[src/rtl/adder48_accum_seq.sv]
// Streaming accumulate/subtract sequencer around an external WIDTH-bit adder; one result per packet.
// Latency: the result is valid the cycle after the last (or MAX_BEATS-th) beat is accepted.
// Backpressure: in_ready drops while a result is held; the result holds until out_ready.
//
// Ports:
//   clk, rst                        clock, asynchronous active-high reset
//   in_valid/in_ready               operand beat handshake
//   in_data, in_sub, in_last        operand, subtract select, end-of-packet marker
//   add_a, add_b, add_c0            drive the external adder (A = accumulator, B = operand)
//   add_s, add_c48                  sum and carry-out returned by the adder (same cycle)
//   out_valid/out_ready             result handshake
//   out_sum, out_ccnt, out_ovf,     packet sum, saturating carry/borrow count,
//   out_trunc                       sticky signed overflow, forced-termination flag
module adder48_accum_seq #(
  parameter int WIDTH     = 48,
  parameter int CNT_W     = 8,
  parameter int MAX_BEATS = 256
) (
  input  logic             clk,
  input  logic             rst,
  input  logic             in_valid,
  output logic             in_ready,
  input  logic [WIDTH:1]   in_data,
  input  logic             in_sub,
  input  logic             in_last,
  output logic [WIDTH:1]   add_a,
  output logic [WIDTH:1]   add_b,
  output logic             add_c0,
  input  logic [WIDTH:1]   add_s,
  input  logic             add_c48,
  output logic             out_valid,
  input  logic             out_ready,
  output logic [WIDTH:1]   out_sum,
  output logic [CNT_W-1:0] out_ccnt,
  output logic             out_ovf,
  output logic             out_trunc
);

  // Beat counter must be able to hold MAX_BEATS itself.
  localparam int BC_W = $clog2(MAX_BEATS + 1);

  typedef enum logic [1:0] {IDLE, ACC, HOLD} state_t;

  state_t           state, state_nxt;
  logic [WIDTH:1]   acc;
  logic [BC_W-1:0]  beat_cnt;
  logic [CNT_W-1:0] ccnt, ccnt_nxt;
  logic             ovf, ovf_nxt;
  logic             trunc, trunc_nxt;
  logic             accept;
  logic             at_max;
  logic             end_pkt;
  logic             cc_event;

  assign in_ready = (state != HOLD);
  assign accept   = in_valid && in_ready;

  // First beat of a packet starts from zero, so a leading subtract yields 0 - in_data.
  assign add_a  = (state == IDLE) ? '0 : acc;
  // Subtraction as A + ~B + 1.
  assign add_b  = in_sub ? ~in_data : in_data;
  assign add_c0 = in_sub;

  // beat_cnt counts beats already taken, so this beat is the MAX_BEATS-th one.
  // beat_cnt is zero in IDLE, which also covers MAX_BEATS == 1 there.
  assign at_max  = (beat_cnt == BC_W'(MAX_BEATS - 1));
  assign end_pkt = in_last || at_max;

  // A carry out on add means unsigned wrap; on subtract, a missing carry means borrow.
  assign cc_event  = in_sub ? !add_c48 : add_c48;
  assign ccnt_nxt  = (cc_event && (ccnt != '1)) ? ccnt + CNT_W'(1) : ccnt;
  // Signed overflow: operands of equal sign produce a result of the other sign.
  assign ovf_nxt   = ovf || ((add_a[WIDTH] == add_b[WIDTH]) && (add_s[WIDTH] != add_a[WIDTH]));
  assign trunc_nxt = trunc || (!in_last && at_max);

  always_ff @(posedge clk or posedge rst) begin
    if (rst) begin
      state <= IDLE;
    end else begin
      state <= state_nxt;
    end
  end

  always_comb begin
    state_nxt = state;
    out_valid = 1'b0;
    case (state)
      IDLE: begin
        if (accept) begin
          state_nxt = end_pkt ? HOLD : ACC;
        end
      end
      ACC: begin
        if (accept && end_pkt) begin
          state_nxt = HOLD;
        end
      end
      HOLD: begin
        out_valid = 1'b1;
        if (out_ready) begin
          state_nxt = IDLE;
        end
      end
      default: state_nxt = IDLE;
    endcase
  end

  always_ff @(posedge clk or posedge rst) begin
    if (rst) begin
      acc       <= '0;
      beat_cnt  <= '0;
      ccnt      <= '0;
      ovf       <= 1'b0;
      trunc     <= 1'b0;
      out_sum   <= '0;
      out_ccnt  <= '0;
      out_ovf   <= 1'b0;
      out_trunc <= 1'b0;
    end else if (accept) begin
      acc      <= add_s;
      beat_cnt <= beat_cnt + BC_W'(1);
      ccnt     <= ccnt_nxt;
      ovf      <= ovf_nxt;
      trunc    <= trunc_nxt;
      // Results are captured only on entry to HOLD, including the final beat's effect.
      if (end_pkt) begin
        out_sum   <= add_s;
        out_ccnt  <= ccnt_nxt;
        out_ovf   <= ovf_nxt;
        out_trunc <= trunc_nxt;
      end
    end else if ((state == HOLD) && out_ready) begin
      // Working state is cleared as the result leaves; out_* keep their last values.
      acc      <= '0;
      beat_cnt <= '0;
      ccnt     <= '0;
      ovf      <= 1'b0;
      trunc    <= 1'b0;
    end
  end

endmodule
[config.mk]
export PLATFORM = sky130hd
export DESIGN_NAME = adder48_accum_seq
export DESIGN_NICKNAME = d
export VERILOG_FILES = /design/src/rtl/adder48_accum_seq.sv
export SDC_FILE = /design/constraint.sdc
export NUM_CORES = 1
export LEC_CHECK = 0
export CORE_AREA = 3 3 125 127
export DETAILED_ROUTE_END_ITERATION = 12
export DIE_AREA = 0 0 128 130
export GPL_ROUTABILITY_DRIVEN = 0
export GPL_TIMING_DRIVEN = 0
export PLACE_DENSITY = 0.86
export RECOVER_POWER = 50
export SKIP_LAST_GASP = 1
export SYNTH_ARGS = -nofsm -noshare
export SYNTH_HDL_FRONTEND = slang
export SYNTH_SLANG_ARGS = --single-unit
[constraint.sdc]
create_clock -name clk -period 5 [get_ports clk]
set_input_delay 0.75 -clock clk [delete_from_list [all_inputs] [get_ports clk]]
set_output_delay 0.75 -clock clk [all_outputs]
set_load 0.05 [all_outputs]
==> impl_metrics.ini, run 1 <==
[run]
drv_cap = 1

[cells_and_area]
final_common_cell = clkdlybuf4s50_1
final_cell_mix = clkdlybuf4s50_1 (218), nand2_1 (167), dfrtp_1 (127)
fin_area_sq_mm = 0.009251
fin_cells = 1057
drive_gt1_share_pct = 5.613
final_nets = 966
area_growth_syn_to_layout_pct = 58.23
n_antenna_cell = 0

[detailed_routing]
post_drt_via_cell_ratio = 5.052
drc_errors = 0
dr.pass1.iters = 5
routed_wl_um = 18280
drt_iter0_markers = 401
routedWlPerCell_um = 17.29
ant_nets = 0
vias = 5340

[synthesis]
synthCells = 582
synth_xor_area_share_pct = 8.068
synthAdderAreaFrac_pct = 0.6420
synth.area.top_cells = dfrtp_1 (54%), nand2_1 (11%), a22o_1 (7.5%), xor2_1 (7.5%), nor2b_1 (5.1%)
synth_edf_count = 0
synth_compound_area_share_pct = 12.13
synthSimpleGateAreaFrac_pct = 20.05
ys_async_sr_fraction_pct = 100.0
synth_top_area_share_pct = 54.35
synth_top_family_by_area = simple AND/OR/NAND/NOR gates
ys_warn_count = 0
yosysSeqAreaShare_pct = 54.35
avgSynthCellArea_sq_um = 10.05
yosysUniqueCellTypes = 52
syn_area_sq_mm = 0.005847
syn-num-nets = 688
ys_ff_latch = 127
muxShareOfSynthArea_pct = 1.391
synth_flop_cell = dfrtp_1
yosys.area.top_type = dfrtp_1

[timing]
finalMaxSlewViolations = 59
fmax_ghz = 0.2687
maxSlewHeadroom_pct = -72.93
finClkSkew_ps = 6.542
fin_crit_ps = 3721
finalHoldViolCount = 0
rsz0062_at_grt = false
worst_pin_slew_ps = 2580
setup_viol = 0
period_share_pct = 74.42

[worst_setup_path]
path_max_fanout = 10
path_class = reg -> out
slowest_stage = clkdlybuf4s50_1
cp-start-kind = flip-flop
crit_top_cell = clkbuf_1
crit_path_max_incr_delay_ps = 730
r2r_cells = 10
critPathArrivalTime_ps = 2970
end_kind = primary output
path_cells = nor2_1, clkbuf_1, clkbuf_1, nor2b_1, clkdlybuf4s50_1
crit_required_ps = 4250

[clock_network]
cts_root_buffer = clkbuf_16
postCtsHoldBufs = 0
cts_max_path_buffers = 2
clock_latency_ps = 400
cts_max_level = 4
cts_tree = built
numCtsBuffers = 17
cts.sinks = 127
cts.repair.resized = 0
cts.clk_slew.worst_paths_ps = 60
cts_setup_buffers = 0

[power_and_ir_drop]
pwr-share-seq_pct = 32.4
swShare_pct = 38.82
clkPwrFrac_pct = 29.5
ir_worst_vdd_mv = 0.2405
p_per_area_mw_per_mm2 = 434.4
fin_total_pwr_w = 0.004019
intPower_w = 0.002458
p_comb_share_pct = 38.0
p_leak_nw = 4.201
switching_power_w = 0.001560

[global_route]
track_usage_pct = 21.95
grt_pass1_wl_um = 28840
grt_max_degree = 70
first_global_vias = 5409
grt-ovfl-total = 0
antenna_found_initial = 0

[place]
placed_area_sq_mm = 0.008692
dp.final_hpwl_um = 13470
placedCellCount = 1025
placement.io_buffers = 258

[die]
fp-row-count = 44
die_h_um = 130
dieArea_sq_mm = 0.01664
die_x_um = 128
core_sq_mm = 0.01453
start_util_pct = 40.23
io_pins = 260

[run_status]
violations = capacitance limit, slew limit
outcome = finished with violations

[min_path]
holdPathStages = 2
hold_class = reg -> reg
-- worst max-delay path, delay by kind of cell (launching register included) --
family / cells / cell delay, ps
DFF: 1 / 430
buffers and inverters: 3 / 1740
and+or+nand+nor: 2 / 380
-- metrics by stage --
step	utilization, %	setup TNS (ps)	setup slack, ps	hold WS [ps]
2_1_floorplan	-	0	865.7	440.8
3_3_place_gp	59.58	-115490	-915.2	455.9
3_5_place_dp	59.81	0	1655	460.9
4_1_cts	63.71	0	1218	473.5
5_1_grt	63.65	0	1080	490.1
6_report	63.65	0	1279	468.5
-- state kept, by name, summed over array words and instances (netlist names) --
| register | flops |
|---|---|
| acc | 48 |
| out_sum | 48 |
| beat_cnt | 9 |
| ccnt | 8 |
| out_ccnt | 8 |
| state | 2 |
| out_ovf | 1 |
| out_trunc | 1 |
| ovf | 1 |
| trunc | 1 |
-- layout make-up --
type,count,area (sq um)
tap,184,230.2
buffer,39,162.7
clock buffer,21,450.4
multi-input combinational,408,2470
sequential,127,3178
inverter,8,33.78
fill,1157,5283
timing repair buffer,259,2610
clock inverter,11,116.4
-- layer usage --
| layer | share of wire, % | vias up | GRT usage (%) |
|---|---|---|---|
| met5 | 0 | - | 0 |
| met4 | 1.9 | 0 | 6.180 |
| met3 | 6.5 | 30 | 7.000 |
| met2 | 50 | 190 | 36.41 |
| met1 | 41 | 2602 | 27.82 |
| li1 | - | 2518 | - |
-- power groups by stage --
stage	clock network (W)	registers, W	logic [W]
after global placement	0	0.00131	0.00154
after CTS	0.00120	0.00131	0.00156
final	0.00119	0.00130	0.00153
after floorplan	0	0.00161	0.000680
after detailed placement	0	0.00132	0.00156
after global routing	0.00125	0.00133	0.00161
-- cell families after synthesis --
kind of cell	after synthesis
simple gates	255
buf+inv	47
fa+ha+maj	3
compound gates	89
flops	127
xor+xnor	53
mux	8
-- cell usage after synthesis (2+ instances only) --
cell,instances
a31oi_1,5
nor2_1,9
o21a_1,2
and4_1,3
nand4_1,4
o311ai_0,3
o211ai_1,2
xor2_1,50
nor2b_1,48
o21ai_0,10
a311oi_1,2
mux2i_1,7
dfrtp_1,127
ha_1,3
a21oi_1,2
xnor2_1,2
inv_1,7
nand3_1,9
o22ai_1,3
clkbuf_1,26
nor3_1,2
nand2_1,167
buf_2,11
a22o_1,50
-- final timing paths --
path,startpoint,end,slack (ps)
max,state[1],add_a[23],1280
min,out_sum[22],out_sum[22],470
max reg2reg,beat_cnt[0],out_sum[17],2390
min reg2reg,out_sum[22],out_sum[22],470
max in group asynchronous,rst,out_trunc,2310
min in group asynchronous,rst,acc[33],1530
Note: power is estimated with default switching activity, not from simulation.
==> inputs of run 2 (changes only) <==
--- a/config.mk
+++ b/config.mk
@@ -5,12 +5,12 @@
 export SDC_FILE = /design/constraint.sdc
 export NUM_CORES = 1
 export LEC_CHECK = 0
-export CORE_AREA = 3 3 125 127
+export CORE_AREA = 3 3 129 131
 export DETAILED_ROUTE_END_ITERATION = 12
-export DIE_AREA = 0 0 128 130
+export DIE_AREA = 0 0 132 134
 export GPL_ROUTABILITY_DRIVEN = 0
 export GPL_TIMING_DRIVEN = 0
-export PLACE_DENSITY = 0.86
+export PLACE_DENSITY = 0.85
 export RECOVER_POWER = 50
 export SKIP_LAST_GASP = 1
 export SYNTH_ARGS = -nofsm -noshare
==> constraint.sdc (replaced) <==
create_clock -name clk -period 3.07 [get_ports clk]
set_input_delay 0.4605 -clock clk [delete_from_list [all_inputs] [get_ports clk]]
set_output_delay 0.4605 -clock clk [all_outputs]
set_load 0.05 [all_outputs]
==> impl_metrics.ini, run 2 (synthesized netlist as in run 1, its figures left out) <==
[global_route]
grt-ovfl-total = 0
use_met2_pct = 33.95
grt_use_met1_pct = 25.54
track_usage_pct = 20.33
first_global_vias = 5235
grt_max_degree = 43
grt_pass1_wl_um = 28430
grt.busiest_layer = met2
use_met3_pct = 6.227
antenna_found_initial = 0

[clock_network]
cts.clk_slew.worst_paths_ps = 50
clock_latency_ps = 420
cts_setup_buffers = 0
cts_root_buffer = clkbuf_16
cts_tree = built
cts_max_path_buffers = 2
cts_max_level = 4
numCtsBuffers = 17
cts.sinks = 127

[cells_and_area]
final_nets = 968
drive_gt1_share_pct = 5.950
final_cell_mix = clkdlybuf4s50_1 (171), nand2_1 (167), dfrtp_1 (127)
regArea_sq_mm = 0.003178
multi_input_area_sq_mm = 0.002462
fin_area_sq_mm = 0.009310
fin_util_pct = 59.25
area_growth_syn_to_layout_pct = 59.23
fillCellCount = 1338
final_common_cell = clkdlybuf4s50_1
reg_top3 = acc: 48 flops, out_sum: 48 flops, beat_cnt: 9 flops
n_antenna_cell = 0

[min_path]
hp-start = out_sum[3]
hold_class = reg -> reg

[run]
drv_cap = 0

[detailed_routing]
post_drt_via_cell_ratio = 4.786
ant_nets = 0
vias = 5217
drc_errors = 0
routed_wl_um = 18100
routedWlPerCell_um = 16.61
drt_iter0_markers = 314
dr.pass1.iters = 4

[die]
core_sq_mm = 0.01571
io_pins = 260
start_util_pct = 37.21
dieArea_sq_mm = 0.01769
die_x_um = 132
fp-row-count = 46
die_h_um = 134

[worst_setup_path]
path_cells = nor2_1, clkbuf_2, clkbuf_2, nor2b_1, clkdlybuf4s50_1
path_max_fanout = 10
critPathArrivalTime_ps = 2450
crit_top_cell = clkbuf_2
crit_end = add_a[42]
critPathLaunch = state[1]
cp-start-kind = flip-flop
crit_path_max_incr_delay_ps = 700
r2r_end = out_ccnt[5]
rrSetupSlack_ps = 390
crit_required_ps = 2610
end_kind = primary output
slowest_stage = clkdlybuf4s50_1
path_class = reg -> out
r2r_cells = 9
rr_startpoint = beat_cnt[2]

[place]
placed_area_sq_mm = 0.008763
pre_cts_ws_ps = 47.39
placement.io_buffers = 258
dp.final_hpwl_um = 13370

[run_status]
outcome = completed

[timing]
finClkSkew_ps = 6.822
setup_ws_ps = 156.9
rsz0062_at_grt = false
worst_pin_slew_ps = 1466
period_share_pct = 94.89
setup_viol = 0
finalMaxSlewViolations = 0
fin_crit_ps = 2913
maxSlewHeadroom_pct = 2.079
fmax_ghz = 0.3433
finalHoldViolCount = 0

[power_and_ir_drop]
p_leak_nw = 4.565
p_per_area_mw_per_mm2 = 686.6
ir_worst_vdd_mv = 0.4902
==> run 2: cell types whose count changed in the layout (fill, tap and decap cells not counted), moves of 2 or more <==
| cell | change |
|---|---|
| clkinv_2 | +2 |
| dlygate4sd2_1 | +8 |
| clkbuf_8 | +4 |
| clkbuf_2 | +4 |
| dlymetal6s2s_1 | +19 |
| clkdlybuf4s50_1 | -47 |
| clkbuf_1 | -5 |
| dlygate4sd3_1 | +21 |
| bufinv_16 | -2 |
| clkinvlp_4 | -3 |
==> run 2: worst max-delay path, delay by kind of cell, from the launching register on <==
kind,cells,cell delay (ps)
buffers and inverters,3,1330
DFF,1,410
and+or+nand+nor,2,300
==> run 2: per-stage QoR <==
step	TNS (ps)	hold WS (ps)	instances	total power, W
2_1_floorplan	0	440.8	582	0.003732
3_3_place_gp	-12840	454.5	1056	0.004640
3_5_place_dp	0	461.4	1059	0.004685
4_1_cts	-33.27	457.7	1090	0.006521
5_1_grt	0	483.2	1090	0.006672
6_report	0	465.8	1090	0.006393
==> run 2: layer usage <==
| metal | wire [um] | up-vias |
|---|---|---|
| met4 | 193 | 0 |
| met5 | 0 | - |
| met2 | 9184 | 164 |
| li1 | - | 2514 |
| met3 | 1151 | 16 |
| met1 | 7572 | 2523 |
==> run 2: timing repair <==
action	in CTS	in global routing
pin swaps	0	0
endpoints found under the setup margin	30	18
hold endpoints to repair	0	0
resized for setup	12	18
hold buffers	0	0
==> run 2: layout make-up <==
type / instances / share of cell area [%]
timing repair buffer: 261 / 28.60
multi-input combinational: 408 / 26.45
buffer: 39 / 1.801
inverter: 8 / 0.3494
clock inverter: 7 / 0.3763
clock buffer: 24 / 5.389
sequential: 127 / 34.14
tap: 216 / 2.903
==> run 2: worst min path at each step <==
stage | end | slack (ps) | cells past startpoint
after floorplan | beat_cnt[5] | 440 | 1
after global placement | beat_cnt[5] | 450 | 1
after detailed placement | out_sum[30] | 460 | 2
after CTS | out_sum[38] | 460 | 2
after global routing | out_sum[22] | 480 | 2
final | out_sum[3] | 470 | 2
==> run 2: power by group <==
part | leakage (nW) | internal, W | switching, W
combinational | 2.68 | 0.000810 | 0.00164
clock | 0.275 | 0.00112 | 0.000696
sequential | 1.61 | 0.00195 | 0.000169
total | 4.56 | 0.00389 | 0.00251
==> inputs of run 3 (changes only) <==
--- a/config.mk
+++ b/config.mk
@@ -6,6 +6,7 @@
 export NUM_CORES = 1
 export LEC_CHECK = 0
 export CORE_AREA = 3 3 129 131
+export CTS_CLUSTER_SIZE = 40
 export DETAILED_ROUTE_END_ITERATION = 12
 export DIE_AREA = 0 0 132 134
 export GPL_ROUTABILITY_DRIVEN = 0
==> results of run 3 <==
The final DEF is identical to that of run 2; final timing and power are the same.
